### src/rtl/iq_txd_serializer_if.sv
// AXI-Stream word channel feeding the IQ symbol serializer.
// master drives data/valid/last; slave returns ready.
interface iq_txd_serializer_if #(
   parameter int DATA_W = 32
);
   logic [DATA_W-1:0] tdata;
   logic              tvalid;
   logic              tready;
   logic              tlast;

   modport master (
      output tdata,
      output tvalid,
      output tlast,
      input  tready
   );

   modport slave (
      input  tdata,
      input  tvalid,
      input  tlast,
      output tready
   );
endinterface

### src/rtl/iq_txd_serializer.sv
// AXI-Stream to IQ symbol serializer: FIFO, symbol-rate divider, shifter.
// Optional per-frame preamble enabled by defining IQ_TXD_PREAMBLE_EN.
module iq_txd_serializer #(
   parameter int                DATA_W    = 32,
   parameter int                LANES     = 2,
   parameter int                DEPTH     = 8,
   parameter int                DIV       = 3,
   parameter bit                MSB_FIRST = 1'b1,
   parameter logic [LANES-1:0]  IDLE_SYM  = '0,
   parameter logic [DATA_W-1:0] PREAMBLE  = 32'hAAAA_AAAA
) (
   input  logic               clk100,
   input  logic               reset,
   iq_txd_serializer_if.slave s_axis,
   output logic [LANES-1:0]   iq_txd,
   output logic               sym_strobe,
   output logic               tx_busy,
   output logic               frame_done,
   output logic               underrun
);

   localparam int SYMS = DATA_W / LANES;
   localparam int AW   = $clog2(DEPTH);
   localparam int CW   = (DIV > 1) ? $clog2(DIV) : 1;
   localparam int IW   = (SYMS > 1) ? $clog2(SYMS) : 1;

   if ((DATA_W % LANES) != 0 || DEPTH < 2 ||
       (DEPTH & (DEPTH - 1)) != 0 || DIV < 1 ||
       $bits(PREAMBLE) != DATA_W) begin : g_bad_cfg
      $error("iq_txd_serializer: unsupported parameters");
   end

`ifdef IQ_TXD_PREAMBLE_EN
   typedef enum logic [1:0] {IDLE, SHIFT, STALL, PRE} state_t;
`else
   typedef enum logic [1:0] {IDLE, SHIFT, STALL} state_t;
`endif

   function automatic logic [LANES-1:0] head_sym(
      input logic [DATA_W-1:0] w
   );
      return MSB_FIRST ? w[DATA_W-1 -: LANES] : w[LANES-1:0];
   endfunction

   function automatic logic [DATA_W-1:0] drop_sym(
      input logic [DATA_W-1:0] w
   );
      return MSB_FIRST ? (w << LANES) : (w >> LANES);
   endfunction

   logic [DATA_W:0]   mem [DEPTH];
   logic [AW:0]       wr_ptr;
   logic [AW:0]       rd_ptr;
   logic [DATA_W:0]   head;
   logic              live;
   logic              push;
   logic              pop;
   logic              empty;
   logic              full;

   logic [CW-1:0]     cnt;

   state_t            state;
   state_t            state_n;
   logic [DATA_W-1:0] sh;
   logic [DATA_W-1:0] sh_n;
   logic [IW-1:0]     idx;
   logic [IW-1:0]     idx_n;
   logic              last_q;
   logic              last_n;
   logic [LANES-1:0]  iq_n;
   logic              fd_n;
   logic              ur_n;
   logic              sym_end;
   logic              step;
   logic              load;
   logic              begin_frame;

   assign empty = (wr_ptr == rd_ptr);
   assign full  = (wr_ptr[AW] != rd_ptr[AW]) &&
                  (wr_ptr[AW-1:0] == rd_ptr[AW-1:0]);
   assign head  = mem[rd_ptr[AW-1:0]];
   assign push  = s_axis.tvalid && s_axis.tready;
   assign s_axis.tready = live && !full;

   assign sym_strobe = (cnt == CW'(DIV - 1));
   assign sym_end    = (idx == IW'(SYMS - 1));
   assign tx_busy    = (state != IDLE);

   // Ready stays low through reset and rises the cycle after it.
   always_ff @(posedge clk100) begin
      if (reset) live <= 1'b0;
      else       live <= 1'b1;
   end

   // Word storage; contents are dead once the pointers are cleared.
   always_ff @(posedge clk100) begin
      if (push) mem[wr_ptr[AW-1:0]] <= {s_axis.tlast, s_axis.tdata};
   end

   // FIFO pointers carry a wrap bit to tell full from empty.
   always_ff @(posedge clk100) begin
      if (reset) begin
         wr_ptr <= '0;
         rd_ptr <= '0;
      end else begin
         wr_ptr <= wr_ptr + (AW + 1)'(push);
         rd_ptr <= rd_ptr + (AW + 1)'(pop);
      end
   end

   // Free-running symbol divider; its wrap cycle is the strobe.
   always_ff @(posedge clk100) begin
      if (reset)           cnt <= '0;
      else if (sym_strobe) cnt <= '0;
      else                 cnt <= cnt + CW'(1);
   end

   // Next symbol, shifter and frame state, evaluated on strobes only.
   always_comb begin
      state_n     = state;
      sh_n        = sh;
      idx_n       = idx;
      last_n      = last_q;
      iq_n        = iq_txd;
      fd_n        = 1'b0;
      ur_n        = 1'b0;
      pop         = 1'b0;
      step        = 1'b0;
      load        = 1'b0;
      begin_frame = 1'b0;
      if (sym_strobe) begin
         unique case (state)
            IDLE: begin
               if (!empty) begin_frame = 1'b1;
            end
            SHIFT: begin
               if (!sym_end) begin
                  step = 1'b1;
               end else if (last_q) begin
                  fd_n = 1'b1;
                  if (!empty) begin
                     begin_frame = 1'b1;
                  end else begin
                     iq_n    = IDLE_SYM;
                     state_n = IDLE;
                  end
               end else if (!empty) begin
                  load = 1'b1;
               end else begin
                  ur_n    = 1'b1;
                  iq_n    = IDLE_SYM;
                  state_n = STALL;
               end
            end
            STALL: begin
               if (!empty) load = 1'b1;
            end
`ifdef IQ_TXD_PREAMBLE_EN
            PRE: begin
               if (!sym_end) step = 1'b1;
               else          load = 1'b1;
            end
`endif
            default: state_n = IDLE;
         endcase
      end
`ifdef IQ_TXD_PREAMBLE_EN
      if (begin_frame) begin
         iq_n    = head_sym(PREAMBLE);
         sh_n    = drop_sym(PREAMBLE);
         idx_n   = '0;
         state_n = PRE;
      end
`else
      if (begin_frame) load = 1'b1;
`endif
      if (step) begin
         iq_n  = head_sym(sh);
         sh_n  = drop_sym(sh);
         idx_n = idx + IW'(1);
      end
      if (load) begin
         pop     = 1'b1;
         iq_n    = head_sym(head[DATA_W-1:0]);
         sh_n    = drop_sym(head[DATA_W-1:0]);
         idx_n   = '0;
         last_n  = head[DATA_W];
         state_n = SHIFT;
      end
   end

   // Registered state, shifter, symbol output and one-cycle pulses.
   always_ff @(posedge clk100) begin
      if (reset) begin
         state      <= IDLE;
         sh         <= '0;
         idx        <= '0;
         last_q     <= 1'b0;
         iq_txd     <= IDLE_SYM;
         frame_done <= 1'b0;
         underrun   <= 1'b0;
      end else begin
         state      <= state_n;
         sh         <= sh_n;
         idx        <= idx_n;
         last_q     <= last_n;
         iq_txd     <= iq_n;
         frame_done <= fd_n;
         underrun   <= ur_n;
      end
   end

endmodule
### src/flat_wrapper.sv
// flat-port wrapper written by rule: the top's interface ports become plain ports
module iq_txd_serializer_flat 
#(
   parameter int                DATA_W    = 32,
   parameter int                LANES     = 2,
   parameter int                DEPTH     = 8,
   parameter int                DIV       = 3,
   parameter bit                MSB_FIRST = 1'b1,
   parameter logic [LANES-1:0]  IDLE_SYM  = '0,
   parameter logic [DATA_W-1:0] PREAMBLE  = 32'hAAAA_AAAA
)
  (clk100, reset, iq_txd, sym_strobe, tx_busy, frame_done, underrun, s_axis_tdata, s_axis_tvalid, s_axis_tlast, s_axis_tready);
  iq_txd_serializer_if #(.DATA_W(DATA_W)) s_axis_i ();
  input  logic clk100;
  input  logic reset;
  output logic [LANES-1:0] iq_txd;
  output logic sym_strobe;
  output logic tx_busy;
  output logic frame_done;
  output logic underrun;
  input wire logic [$bits(s_axis_i.tdata)-1:0] s_axis_tdata;
  input wire logic [$bits(s_axis_i.tvalid)-1:0] s_axis_tvalid;
  input wire logic [$bits(s_axis_i.tlast)-1:0] s_axis_tlast;
  output wire logic [$bits(s_axis_i.tready)-1:0] s_axis_tready;
  assign s_axis_i.tdata = s_axis_tdata;
  assign s_axis_i.tvalid = s_axis_tvalid;
  assign s_axis_i.tlast = s_axis_tlast;
  assign s_axis_tready = s_axis_i.tready;
  iq_txd_serializer #(.DATA_W(DATA_W), .LANES(LANES), .DEPTH(DEPTH), .DIV(DIV), .MSB_FIRST(MSB_FIRST), .IDLE_SYM(IDLE_SYM), .PREAMBLE(PREAMBLE)) u_core (.clk100(clk100), .reset(reset), .s_axis(s_axis_i), .iq_txd(iq_txd), .sym_strobe(sym_strobe), .tx_busy(tx_busy), .frame_done(frame_done), .underrun(underrun));
endmodule
### config.mk
export PLATFORM = sky130hd
export DESIGN_NAME = iq_txd_serializer_flat
export DESIGN_NICKNAME = d
export VERILOG_FILES = /design/src/rtl/iq_txd_serializer_if.sv /design/src/rtl/iq_txd_serializer.sv /design/src/flat_wrapper.sv
export SDC_FILE = /design/constraint.sdc
export NUM_CORES = 1
export LEC_CHECK = 0
export BUFFER_PORTS_ARGS = -buffer_cell sky130_fd_sc_hd__buf_2
export CAP_MARGIN = 20
export CORE_MARGIN = 4
export CORE_UTILIZATION = 47
export CTS_BUF_LIST = sky130_fd_sc_hd__clkbuf_4 sky130_fd_sc_hd__clkbuf_8
export CTS_CLUSTER_SIZE = 16
export DETAILED_ROUTE_END_ITERATION = 10
export PLACE_DENSITY = 0.65
export SLEW_MARGIN = 10
export SYNTH_ARGS = -nofsm -noshare
export SYNTH_HDL_FRONTEND = slang
export SYNTH_SLANG_ARGS = --single-unit
### constraint.sdc
create_clock -name clk100 -period 14.5 [get_ports clk100]
set_clock_uncertainty 0.15 [all_clocks]
set_input_delay 0 -clock clk100 [delete_from_list [all_inputs] [get_ports clk100]]
set_output_delay 0 -clock clk100 [all_outputs]
set_load 0.03 [all_outputs]
; Word level (Yosys, flattened, before mapping)
; Memory sizes are Yosys's and may differ from the RTL's. A register that Yosys moved wholly into a read port is not among the register bits.
; Index checks and enable logic that the tools add are counted.
[op_classes]
add_sub_neg = 4
bitwise_logic = 4
n_reduce_logical = 20
n_eq_ne = 12
mux = 34
[ops]
columns = op, count
row1 = 32-bit two-way mux, 2
row2 = 1-bit two-way mux, 19
row3 = 2-bit two-way mux, 9
row4 = 4-bit AND reduction, 3
row5 = 3-bit nonzero test, 4
row6 = 4-bit by 1-bit adder with 4-bit output, 2
row7 = 2-bit by 1-bit != test with 1-bit output (second input constant), 3
row8 = 3-bit by 1-bit != test with 1-bit output (second input constant), 2
row9 = 2-bit nonzero test, 3
row10 = 2-bit OR reduction, 3
row11 = 5-bit OR reduction, 1
row12 = 4-bit by 1-bit adder with 4-bit output (second input constant), 1
row13 = 2-bit == test (second input constant), 2
row14 = 4-bit == test, 1
row15 = 4-bit == test (second input constant), 1
row16 = 1-bit NOT, 4
row17 = 1-bit case mux with 2 select lines, 2
row18 = 2-bit case mux with 2 select lines, 1
row19 = 4-bit OR reduction, 1
row20 = 3-bit == test, 1
row21 = 1-bit logical AND, 3
row22 = 3-bit two-way mux, 1
row23 = 2-bit by 1-bit adder with 2-bit output (second input constant), 1
row24 = 2-bit by 1-bit == test with 1-bit output (second input constant), 1
row25 = 3 further kinds, 3
[totals]
output_inout_bits = 7
ram_bits = 264
input_bits = 36
elab_cells = 87
memories = 1
ff_bits = 52
[mem_list]
columns = name, depth, word_bits, read_ports, rd_clocked_by_memory_dff, write_ports, line_no
row1 = u_core.mem, 8, 33, 1, 1, 1, iq_txd_serializer.sv:51  ; logic [DATA_W:0] mem [DEPTH];

; Longest topological paths before layout
[logic_depth]
depth_word = 10
depth_mapped = 12
mapped_depth_nobuf = 10

; Worst setup path before layout
; Ideal clock, no wire load.
[synth_path]
path_type = register to register
startpoint = register u_core.wr_ptr[1]
endpoint = memory u_core.mem[2][0] (netlist bit) (enable)
stages_incl_launch_ff = 5
setup_time_ps = 518
arrival_ps = 4537
period_less_slack_ps = 5206
t_required_ps = 13832
path_buffers = 1
path_slack_ps = 9294
path_cell_list = dfxtp_1 -> clkbuf_1 -> xor2_1 -> o311ai_2 -> nor4b_1
[synth_between]
elab_chain_len = 7
[synth_lines]
columns = item, line_no
row1 = "start, declared", iq_txd_serializer.sv:52  ; logic [AW:0] wr_ptr;
row2 = "start signal, assigned", iq_txd_serializer.sv:107  ; wr_ptr <= wr_ptr + (AW + 1)'(push);
row3 = 3-bit == test, iq_txd_serializer.sv:81  ; (wr_ptr[AW-1:0] == rd_ptr[AW-1:0]);
row4 = 1-bit logical AND, iq_txd_serializer.sv:80  ; assign full = (wr_ptr[AW] != rd_ptr[AW]) &&
row5 = 1-bit zero test, iq_txd_serializer.sv:84  ; assign s_axis.tready = live && !full;
row6 = 1-bit logical AND, iq_txd_serializer.sv:84
row7 = 1-bit logical AND, iq_txd_serializer.sv:83  ; assign push = s_axis.tvalid && s_axis.tready;
row8 = 1-bit two-way mux, iq_txd_serializer.sv:98  ; if (push) mem[wr_ptr[AW-1:0]] <= {s_axis.tlast, s_axis.tdata};
row9 = 1-bit two-way mux (not written as such), iq_txd_serializer.sv:98
row10 = "end, declared", iq_txd_serializer.sv:51
; Parallel ways exist; a longest one is shown, timed or not.

; Final worst setup path
[layout_path]
startpoint = register u_core.rd_ptr[0]
endpoint = register u_core.rd_ptr[1]
[layout_between]
elab_chain_len = 9
word_cells_on_any_way = 13
classes_between = add/sub: 1 / eq/ne: 1 / mux: 11
[layout_lines]
columns = item, line_no
row1 = "start, declared", iq_txd_serializer.sv:53  ; logic [AW:0] rd_ptr;
row2 = "start signal, assigned", iq_txd_serializer.sv:108  ; rd_ptr <= rd_ptr + (AW + 1)'(pop);
row3 = 4-bit == test *, iq_txd_serializer.sv:79  ; assign empty = (wr_ptr == rd_ptr);
row4 = 1-bit two-way mux *, n/a
row5 = 1-bit two-way mux, iq_txd_serializer.sv:140  ; end else if (last_q) begin
row6 = 1-bit two-way mux, iq_txd_serializer.sv:138  ; if (!sym_end) begin
row7 = 1-bit case mux with 2 select lines, iq_txd_serializer.sv:133  ; unique case (state)
row8 = 1-bit two-way mux, iq_txd_serializer.sv:132  ; if (sym_strobe) begin
row9 = 1-bit two-way mux *, iq_txd_serializer.sv:176  ; if (begin_frame) load = 1'b1;
row10 = via u_core.load, iq_txd_serializer.sv:76  ; logic load;
row11 = 1-bit two-way mux *, iq_txd_serializer.sv:183  ; if (load) begin
row12 = 4-bit by 1-bit adder with 4-bit output *, iq_txd_serializer.sv:108
; Mark *: on every way through the listed nets, which the timed path passes. The rest lies on a longest branch.
; A chain may end at the register's enable or synchronous reset.

==> impl_metrics.toml <==
[floorplanning]
coreArea_um2 = 26400
die_h_um = 172
die_area_um2 = 29700
io-pin-count = 43
start_util_pct = 48.2
fp.dieW_um = 172
fp-row-count = 59

[global_routing]
overflow = 0
grt_pass1_vias = 6831
grt_max_degree = 58
antenna_found_initial = 0
grt.total_usage_pct = 17.3
grt_pass1_wl_um = 39000

[route]
vias_per_cell = 5.59
ant_nets = 0
drtIter0Drc = 439
wire_per_inst_um = 21.8
vias = 6412
drc = 0
finalWirelength_um = 25000
dr.pass1.iters = 5

[sta]
relSlewSlack_pct = 32.9
period_share_pct = 27.5
worst_pin_slew_ps = 1010
slew_violations = 0
rsz0062_at_grt = "no"
max_freq_mhz = 251
setup_tns_ps = 0
hold_violations = 0
fin_ws_ps = 10510
finalCriticalPeriod_ps = 3990
setup_viol_count_final = 0

[layout]
final_nets = 820
synthToLayoutAreaGrowth_pct = 15.2
num_antenna_cells = 0
utilization_pct = 55.5
design_area_um2 = 14600
drive_gt1_share_pct = 38.1

[clocking]
cts_sinks = 316
cts_buffers = 48
cts_max_level = 2
cts_tree = "built"
cts-root-buf = "clkbuf_8"
cts.path.max_buffers = 3
clk_latency_ps = 560
path_clk_slew_ps = 60

[critical_path]
worst-setup-path-type = "reg2reg"
cp-end-kind = "flip-flop"
worstRegToRegCells = 8
critPathLaunchType = "flip-flop"
critPathLaunch = "u_core.rd_ptr[0]"
worstPathMaxFanout = 35
reg2reg_from = "u_core.rd_ptr[0]"
required_ps = 14760
worstPathArrival_ps = 4250

[synthesis]
synth_area_um2 = 12700
synth_fp_nets = 724
yosys-top-cells-count = "264 x edfxtp_1, 66 x mux4_2, 64 x nand2_1"
yosysTopAreaCell = "edfxtp_1"
synth_edf_count = 264
synth_top_flop_cell = "edfxtp_1"
yosysWarnings = 0
syn_inst = 679
yosysMostFrequentCell = "edfxtp_1"
ys_async_sr_fraction_pct = 0
seq_area_frac_synth_pct = 70.6
syn_avg_cell_area_um2 = 18.7
synth_area_leaders = "edfxtp_1 62%, mux4_2 12%, dfxtp_1 8.2%"
netlist.area_leader.share_pct = 62.4
synth_cell_types = 40
synth-seq-cells = 316

[pwr]
irDropWorstVdd_mv = 0.0630
cellPowerDensity_nw_per_um2 = 130
post-layout-total-power_mw = 1.90
p_leak_nw = 4.56

[flow_run]
drv_cap = 0

[placement]
post_dp_cell_area_um2 = 13300
pre_cts_ws_ps = 10490
io_buffers = 42
place_hpwl_um = 13700
gp_routability_congestion = 0.770

[hold_path]
hp-class = "in2reg"
hold_start = "s_axis_tvalid"
hold_depth = 5

[status]
status = "completed"
cell type report:
type | instances | area (um^2)
clock buffer | 61 | 764
tap | 335 | 419
inverter | 9 | 33.8
fill | 1979 | 11700
sequential | 316 | 8970
multi-input combinational | 306 | 3480
timing repair buffer | 94 | 686
clock inverter | 26 | 277
per-layer routing:
metal | track usage (%) | part of all wire [%] | vias to the layer above
met1 | 24.4 | 43 | 3289
met5 | 0 | 0 | -
met4 | 5.26 | 1.8 | 0
li1 | - | - | 2926
met2 | 27.9 | 49 | 163
met3 | 3.16 | 5.8 | 34
critical path, cell delays in order, from the launching register on:
cell and delay [ps]:
dfxtp_4 800, xnor2_1 240, and4_2 260, buf_4 470, or2_2 890, inv_1 310, ha_1 310, ha_1 270
nor2b_1 120
through the flow:
stage          hold slack [ps]  std cells
2_1_floorplan            -51.1        679
3_3_place_gp               102       1026
3_5_place_dp               117       1026
4_1_cts                   35.4       1147
5_1_grt                   90.7       1147
6_report                  66.0       1147
power breakdown:
group          leakage (nW)  internal [mW]  switching (mW)
clock network         0.540          0.454           0.328
registers              2.81          0.999          0.0105
logic                  1.21         0.0468          0.0630
total                  4.56           1.50           0.401
worst paths after layout:
| check | endpoint | slack (ps) |
|---|---|---|
| worst min register to register | u_core.cnt[0] | 270 |
| worst max register to register | u_core.rd_ptr[1] | 10510 |
| worst max-delay path | u_core.rd_ptr[1] | 10510 |
| worst min-delay path | u_core.wr_ptr[0] | 70 |
logic make-up (layout without fill, tap and decap cells):
| group | count (synthesis) | in the layout | synth area share (%) |
|---|---|---|---|
| adder cells (fa/ha/maj) | 9 | 9 | 0.886 |
| AO/OA/AOI/OAI | 43 | 43 | 4.34 |
| multiplexers | 98 | 98 | 14.5 |
| AND/OR/NAND/NOR | 144 | 144 | 6.48 |
| flip-flops | 316 | 316 | 70.6 |
| XOR/XNOR | 12 | 12 | 0.827 |
| buffers and inverters | 57 | 190 | 2.38 |
cell usage in the layout (no fill, tap or decap), types with 3 or more instances in the layout:
master,count
edfxtp_1,264
mux4_2,66
nand2_1,64
clkbuf_8,49
dfxtp_1,49
buf_2,42
dlygate4sd3_1,34
mux2_2,31
nor3_2,30
a311oi_2,29
buf_4,18
nor3_1,12
clkbuf_4,12
clkinv_1,10
nand3_1,9
inv_1,9
ha_1,9
xnor2_1,8
clkinv_2,7
nor2_1,6
nor2b_1,6
bufinv_16,6
xor2_1,4
nor4b_2,3
state kept, by name, indices dropped and copies added (netlist names):
register and flops:
u_core.state 2, u_core.cnt 2, u_core.wr_ptr 4, u_core.iq_txd 2, u_core.underrun 1, u_core.last_q 1, u_core.sh 30, u_core.rd_ptr 4
u_core.mem 264, u_core.live 1, u_core.frame_done 1, u_core.idx 4
what timing repair did:
action	4_1_cts	5_1_grt
gates resized for setup	0	0
hold endpoints to repair	276	0
hold buffers	34	0
setup buffers	0	0
Power figures use the tool's default switching activity.
